### config.mk
export PLATFORM = sky130hd
export DESIGN_NAME = levenshtein_pattern_loader_flat
export DESIGN_NICKNAME = d
export VERILOG_FILES = /design/src/rtl/levenshtein_pattern_loader_if.sv /design/src/rtl/levenshtein_pattern_loader.sv /design/src/flat_wrapper.sv
export SDC_FILE = /design/constraint.sdc
export NUM_CORES = 1
export LEC_CHECK = 0
export CAP_MARGIN = 10
export CORE_ASPECT_RATIO = 2
export CORE_MARGIN = 2
export CORE_UTILIZATION = 44
export CTS_CLUSTER_SIZE = 8
export DETAILED_ROUTE_END_ITERATION = 6
export GPL_ROUTABILITY_DRIVEN = 0
export PLACE_DENSITY = 0.85
export SETUP_SLACK_MARGIN = 0.2
export SLEW_MARGIN = 10
export SYNTH_ARGS = -nofsm -noshare
export SYNTH_HDL_FRONTEND = slang
export SYNTH_SLANG_ARGS = --single-unit
### constraint.sdc
create_clock -name clk_i -period 2.2 [get_ports clk_i]
set_input_delay 0.33 -clock clk_i [delete_from_list [all_inputs] [get_ports clk_i]]
set_output_delay 0.33 -clock clk_i [all_outputs]
set_load 0.02 [all_outputs]
### src/rtl/levenshtein_pattern_loader_if.sv
// Wishbone master bus used by the Levenshtein pattern loader.
// Signal names follow the master's point of view (_o driven by master, _i by slave).
interface levenshtein_pattern_loader_if #(
    parameter int ADDR_WIDTH = 24
);
    logic                  wbm_cyc_o;
    logic                  wbm_stb_o;
    logic                  wbm_we_o;
    logic [ADDR_WIDTH-1:0] wbm_adr_o;
    logic [7:0]            wbm_dat_o;
    logic [7:0]            wbm_dat_i;
    logic                  wbm_ack_i;
    logic                  wbm_err_i;
    logic                  wbm_rty_i;

    modport master (
        output wbm_cyc_o, wbm_stb_o, wbm_we_o, wbm_adr_o, wbm_dat_o,
        input  wbm_dat_i, wbm_ack_i, wbm_err_i, wbm_rty_i
    );

    modport slave (
        input  wbm_cyc_o, wbm_stb_o, wbm_we_o, wbm_adr_o, wbm_dat_o,
        output wbm_dat_i, wbm_ack_i, wbm_err_i, wbm_rty_i
    );
endinterface

### src/rtl/levenshtein_pattern_loader.sv
// Builds the 256 x 16-bit pattern-match vector table for a search word in Wishbone
// memory: clears all 512 bytes, then read-modify-writes one bit per character.
module levenshtein_pattern_loader #(
    parameter int MASTER_ADDR_WIDTH = 24
) (
    input  logic        clk_i,
    input  logic        rst_i,
    input  logic        start_i,
    output logic        busy_o,
    output logic        done_o,
    output logic        err_o,
    input  logic        chr_valid_i,
    output logic        chr_ready_o,
    input  logic [7:0]  chr_data_i,
    input  logic        chr_last_i,
    output logic [4:0]  word_length_o,
    output logic [15:0] mask_o,
    output logic [15:0] initial_vp_o,
    levenshtein_pattern_loader_if.master wbm
);

    typedef enum logic [2:0] {
        S_IDLE, S_CLEAR, S_WAIT_CHAR, S_READ, S_WRITE, S_DONE, S_ERROR
    } state_t;

    state_t      r_state, w_next;
    logic        r_cyc;
    logic        r_err;
    logic [8:0]  r_clr_addr;
    logic [4:0]  r_pos;          // reaches 16 only after a 16th non-last character
    logic [7:0]  r_char;
    logic        r_last;
    logic [7:0]  r_rdata;
    logic [4:0]  r_word_length;
    logic [15:0] r_mask;
    logic [15:0] r_initial_vp;

    logic        w_bus_state;
    logic        w_ack;
    logic        w_fail;
    logic        w_chr_fire;
    logic        w_chr_bad;
    logic        w_writing;
    logic [8:0]  w_rmw_addr;
    logic [8:0]  w_byte_addr;
    logic [7:0]  w_wdata;
    logic [15:0] w_mask;

    assign w_bus_state = (r_state == S_CLEAR) || (r_state == S_READ) || (r_state == S_WRITE);
    assign w_ack       = r_cyc && wbm.wbm_ack_i;
    assign w_fail      = r_cyc && (wbm.wbm_err_i || wbm.wbm_rty_i);
    assign w_chr_fire  = chr_valid_i && (r_state == S_WAIT_CHAR);
    assign w_chr_bad   = (chr_data_i == 8'hFE) || (chr_data_i == 8'hFF) || r_pos[4];
    assign w_writing   = r_cyc && ((r_state == S_CLEAR) || (r_state == S_WRITE));

    // Positions 0..7 live in the low byte {c,1}, positions 8..15 in the high byte {c,0}.
    assign w_rmw_addr  = {r_char, (r_pos < 5'd8)};
    assign w_byte_addr = (r_state == S_CLEAR) ? r_clr_addr : w_rmw_addr;
    assign w_wdata     = (r_state == S_WRITE) ? (r_rdata | (8'd1 << r_pos[2:0])) : 8'h00;
    assign w_mask      = 16'd1 << r_pos[3:0];

    assign wbm.wbm_cyc_o = r_cyc;
    assign wbm.wbm_stb_o = r_cyc;
    assign wbm.wbm_we_o  = w_writing;
    assign wbm.wbm_adr_o = r_cyc ? {{(MASTER_ADDR_WIDTH-9){1'b0}}, w_byte_addr} : '0;
    assign wbm.wbm_dat_o = w_writing ? w_wdata : 8'h00;

    assign err_o         = r_err;
    assign word_length_o = r_word_length;
    assign mask_o        = r_mask;
    assign initial_vp_o  = r_initial_vp;

    always_ff @(posedge clk_i) begin
        if (rst_i) r_state <= S_IDLE;
        else       r_state <= w_next;
    end

    always_comb begin
        // NOTE: every output of this block gets a default first so no path leaves one unassigned (no latch).
        w_next      = r_state;
        busy_o      = 1'b0;
        done_o      = 1'b0;
        chr_ready_o = 1'b0;
        case (r_state)
            S_IDLE: begin
                if (start_i) w_next = S_CLEAR;
            end
            S_CLEAR: begin
                busy_o = 1'b1;
                if (w_fail)                               w_next = S_ERROR;
                else if (w_ack && (r_clr_addr == 9'd511)) w_next = S_WAIT_CHAR;
            end
            S_WAIT_CHAR: begin
                busy_o      = 1'b1;
                chr_ready_o = 1'b1;
                if (w_chr_fire) w_next = w_chr_bad ? S_ERROR : S_READ;
            end
            S_READ: begin
                busy_o = 1'b1;
                if (w_fail)     w_next = S_ERROR;
                else if (w_ack) w_next = S_WRITE;
            end
            S_WRITE: begin
                busy_o = 1'b1;
                if (w_fail)     w_next = S_ERROR;
                else if (w_ack) w_next = r_last ? S_DONE : S_WAIT_CHAR;
            end
            S_DONE: begin
                busy_o = 1'b1;
                done_o = 1'b1;
                w_next = S_IDLE;
            end
            S_ERROR: w_next = S_IDLE;
            default: w_next = S_IDLE;
        endcase
    end

    // NOTE: sequential state uses non-blocking assignments so every register sees pre-edge values.
    always_ff @(posedge clk_i) begin
        if (rst_i) begin
            r_cyc         <= 1'b0;
            r_err         <= 1'b0;
            r_clr_addr    <= '0;
            r_pos         <= '0;
            r_char        <= '0;
            r_last        <= 1'b0;
            r_rdata       <= '0;
            r_word_length <= '0;
            r_mask        <= '0;
            r_initial_vp  <= '0;
        end else begin
            // Cycle strobe rises the cycle after a bus phase starts and falls after any response.
            r_cyc <= w_bus_state && (w_next == r_state || !r_cyc) && !(w_ack || w_fail);

            if (r_state == S_IDLE && start_i) begin
                r_err      <= 1'b0;
                r_clr_addr <= '0;
                r_pos      <= '0;
            end else if (w_next == S_ERROR) begin
                r_err <= 1'b1;
            end

            if (r_state == S_CLEAR && w_ack) r_clr_addr <= r_clr_addr + 9'd1;

            if (w_chr_fire) begin
                r_char <= chr_data_i;
                r_last <= chr_last_i;
            end

            if (r_state == S_READ && w_ack && !w_fail) r_rdata <= wbm.wbm_dat_i;

            if (r_state == S_WRITE && w_ack && !w_fail) begin
                if (r_last) begin
                    r_word_length <= r_pos + 5'd1;
                    r_mask        <= w_mask;
                    r_initial_vp  <= w_mask | (w_mask - 16'd1);
                end else begin
                    r_pos <= r_pos + 5'd1;
                end
            end
        end
    end

endmodule

### src/flat_wrapper.sv
// flat-port wrapper written by rule: the top's interface ports become plain ports
module levenshtein_pattern_loader_flat 
#(
    parameter int MASTER_ADDR_WIDTH = 24
)
  (clk_i, rst_i, start_i, busy_o, done_o, err_o, chr_valid_i, chr_ready_o, chr_data_i, chr_last_i, word_length_o, mask_o, initial_vp_o, wbm_wbm_cyc_o, wbm_wbm_stb_o, wbm_wbm_we_o, wbm_wbm_adr_o, wbm_wbm_dat_o, wbm_wbm_dat_i, wbm_wbm_ack_i, wbm_wbm_err_i, wbm_wbm_rty_i);
  levenshtein_pattern_loader_if wbm_i ();
  input  logic clk_i;
  input  logic rst_i;
  input  logic start_i;
  output logic busy_o;
  output logic done_o;
  output logic err_o;
  input  logic chr_valid_i;
  output logic chr_ready_o;
  input  logic [7:0] chr_data_i;
  input  logic chr_last_i;
  output logic [4:0] word_length_o;
  output logic [15:0] mask_o;
  output logic [15:0] initial_vp_o;
  output wire logic [$bits(wbm_i.wbm_cyc_o)-1:0] wbm_wbm_cyc_o;
  output wire logic [$bits(wbm_i.wbm_stb_o)-1:0] wbm_wbm_stb_o;
  output wire logic [$bits(wbm_i.wbm_we_o)-1:0] wbm_wbm_we_o;
  output wire logic [$bits(wbm_i.wbm_adr_o)-1:0] wbm_wbm_adr_o;
  output wire logic [$bits(wbm_i.wbm_dat_o)-1:0] wbm_wbm_dat_o;
  input wire logic [$bits(wbm_i.wbm_dat_i)-1:0] wbm_wbm_dat_i;
  input wire logic [$bits(wbm_i.wbm_ack_i)-1:0] wbm_wbm_ack_i;
  input wire logic [$bits(wbm_i.wbm_err_i)-1:0] wbm_wbm_err_i;
  input wire logic [$bits(wbm_i.wbm_rty_i)-1:0] wbm_wbm_rty_i;
  assign wbm_wbm_cyc_o = wbm_i.wbm_cyc_o;
  assign wbm_wbm_stb_o = wbm_i.wbm_stb_o;
  assign wbm_wbm_we_o = wbm_i.wbm_we_o;
  assign wbm_wbm_adr_o = wbm_i.wbm_adr_o;
  assign wbm_wbm_dat_o = wbm_i.wbm_dat_o;
  assign wbm_i.wbm_dat_i = wbm_wbm_dat_i;
  assign wbm_i.wbm_ack_i = wbm_wbm_ack_i;
  assign wbm_i.wbm_err_i = wbm_wbm_err_i;
  assign wbm_i.wbm_rty_i = wbm_wbm_rty_i;
  levenshtein_pattern_loader #(.MASTER_ADDR_WIDTH(MASTER_ADDR_WIDTH)) u_core (.clk_i(clk_i), .rst_i(rst_i), .start_i(start_i), .busy_o(busy_o), .done_o(done_o), .err_o(err_o), .chr_valid_i(chr_valid_i), .chr_ready_o(chr_ready_o), .chr_data_i(chr_data_i), .chr_last_i(chr_last_i), .word_length_o(word_length_o), .mask_o(mask_o), .initial_vp_o(initial_vp_o), .wbm(wbm_i));
endmodule
==> impl_metrics.tcl <==
set metrics [dict create \
    outcome "completed" \
    layout.nets 607 \
    fmax_ghz 0.498 \
    final_antenna_net_count 0 \
    yosysTopAreaCellShare_pct 39.4 \
    grt_pass1_wl_um 17100 \
    ys_ff_latch 73 \
    post-place-cells 642 \
    irDropWorstVdd_v 0.000434 \
    yosys_warnings 0 \
    pre_cts_ws_ns 0.0174 \
    synth_flop_cell "dfxtp_1" \
    period_needed_ns 2.01 \
    finalClockSkew_ns 0.00781 \
    grt_antenna_before_repair 0 \
    dieArea_um2 9220 \
    async_flop_share_pct 0 \
    cts_buffer_depth 2 \
    critPathRequiredTime_ns 2.45 \
    stdcell_count 678 \
    min_path_type "input pin to flip-flop" \
    grtUsageTotal_pct 24.8 \
    fp.coreArea_um2 8230 \
    synthesis.area_um2 3710 \
    grt_max_degree 37 \
    synth_top_area_cell "dfxtp_1" \
    syn_area_per_cell_um2 8.06 \
    leakage_nw 1.90 \
    end_kind "flip-flop" \
    grt_overflow_total 0 \
    clockRootBuffer "clkbuf_16" \
    cp.arrival_ns 2.25 \
    fin_ws_ns 0.192 \
    area_growth_pct 39.5 \
    utilization_pct 62.8 \
    cp_slowest_cell "or4_4" \
    cts_sinks 73 \
    tns_ns 0 \
    cts_max_level 3 \
    routed_wl_um 11300 \
    post-route-period-util_pct 91.3 \
    setup_viol 0 \
    die_h_um 134 \
    critical-path-top-delay-family "simple AND/OR/NAND/NOR gates" \
    drcViolationCount 0 \
    fp.dieW_um 68.9 \
    viasPerCell 5.72 \
    drive_gt1_share_pct 20.3 \
    synth_cells 460 \
    postPlaceCellArea_um2 4740 \
    hold_buffers 0 \
    crit_fanout 5 \
    num_io_pins 100 \
    portBuffers 84 \
    drv_slew 0 \
    path_class "flip-flop to flip-flop" \
    hpwlAfterDp_um 7680 \
    critical_path.max_stage_delay_ns 0.58 \
    core.rowCount 47 \
    drt_iter0_markers 480 \
    dr.pass1.iters 5 \
    final_hold_viol_count 0 \
    cts_tree "done" \
    nFillCells 690 \
    clkTransAtPathRegs_ns 0.06 \
    clk_latency_ns 0.34 \
    wire_per_inst_um 16.6 \
    antennaDiodeCount 0 \
    start_util_pct 45.0 \
    rsz0062_at_grt "true" \
    synthDistinctLibCells 59 \
    final_area_um2 5170 \
    crit_top_cell "ha_4" \
    synth_area_leaders "dfxtp_1, a21oi_1, nand2_1" \
    first_global_vias 3653 \
    path_cells "ha_4 -> ha_4 -> or4_4 -> o21bai_4 -> buf_4 -> o21ai_0 -> a311oi_1" \
    worst_setup_path_start_kind "flip-flop" \
    power.density_nw_per_um2 547 \
    vias 3877 \
    ys_seq_area_share_pct 39.4 \
    cp.buffers_inverters 1 \
    maxCapViolCount 0 \
    cts_buffers 9 \
    fin_hold_ws_ns 0.405 \
    power_mw 2.83 \
    synth_edf_count 0 \
]
path summary, 6_finish.rpt:
path,depth (start not counted),from,slack [ns],end
setup reg to reg,7,u_core.r_pos[0]$_SDFF_PP0_,0.19,u_core.initial_vp_o[11]$_SDFFE_PP0P_
hold reg to reg,2,u_core.mask_o[8]$_SDFFE_PP0P_,0.45,u_core.mask_o[8]$_SDFFE_PP0P_
setup / recovery,7,u_core.r_pos[0]$_SDFF_PP0_,0.19,u_core.initial_vp_o[11]$_SDFFE_PP0P_
hold / removal,3,rst_i,0.40,u_core.r_state[2]$_SDFF_PP0_
placed cells by master (no fill, tap or decap), types with 13 or more instances in the layout:
cell type        instances
dfxtp_1                 65
buf_2                   13
conb_1                  15
a21oi_1                 55
nand2_1                 55
buf_4                   52
clkdlybuf4s50_1         62
nand3_1                 24
nor2b_1                 13
mux2i_1                 16
nor3_1                  15
nor2_1                  48
tightest hold or removal path, delay by kind of cell:
family                 cells  cell delay [ns]
buffers and inverters      1             0.10
AND/OR/NAND/NOR            2             0.27
logic make-up after synthesis:
kind of cell             count (synthesis)  share of synthesized area (%)
XOR/XNOR                                 3                          0.709
multiplexers                            16                           4.32
AO/OA/AOI/OAI                           94                           15.9
other                                    1                          0.101
flip-flops                              73                           39.4
adder cells (fa/ha/maj)                  8                           2.70
AND/OR/NAND/NOR                        209                           28.9
buffers and inverters                   56                           7.96
layer usage:
layer / vias to the layer above / part of all wire (%) / GRT usage (%)
li1: 1809 / - / -
met4: 0 / 4.0 / 13.5
met3: 48 / 5.2 / 5.79
met5: - / 0 / 0
met1: 1833 / 33 / 23.9
met2: 187 / 58 / 45.5
state kept, by name, summed over array words and instances (netlist names), 3 cells and up:
register / cells
u_core.word_length_o: 5
u_core.r_pos: 5
u_core.r_clr_addr: 9
u_core.r_char: 8
u_core.mask_o: 16
u_core.initial_vp_o: 16
u_core.r_rdata: 8
u_core.r_state: 3
report_power, final:
part           internal, mW  total (mW)  switching, mW
registers              1.32        1.33        0.00351
logic                0.0891       0.207          0.118
clock network         0.760        1.30          0.537
total                  2.17        2.83          0.658
layout make-up:
cell class	count	area [um2]	share of cell area, %
multi-input combinational	345	2080	40.2
clock buffer	13	240	4.64
timing repair buffer	140	1220	23.5
clock inverter	3	17.5	0.339
sequential	73	1480	28.5
tap	98	123	2.37
inverter	6	22.5	0.435
synthesized netlist by cell type (3+ instances only):
library cell / n
ha_1: 8
and3_1: 6
nor2b_1: 14
a221oi_1: 3
nand3_1: 24
nand4_1: 7
nor4b_1: 3
o211ai_1: 3
nand2_1: 55
o21ai_0: 6
a21oi_1: 55
clkbuf_1: 20
nor3_1: 15
or3_1: 3
mux2i_1: 16
and4_1: 3
nand3b_1: 5
a211oi_1: 9
inv_1: 6
or2_2: 5
buf_2: 10
nand2b_1: 5
dfxtp_1: 73
buf_4: 17
nor2_1: 49
timing repair:
item | in CTS | in global routing
endpoints found under the setup margin | 27 | 18
gates cloned | 1 | 0
buffers inserted | 8 | 11
pin swaps | 5 | 6
resized for setup | 76 | 21
Note: power is estimated with default switching activity, not from simulation.
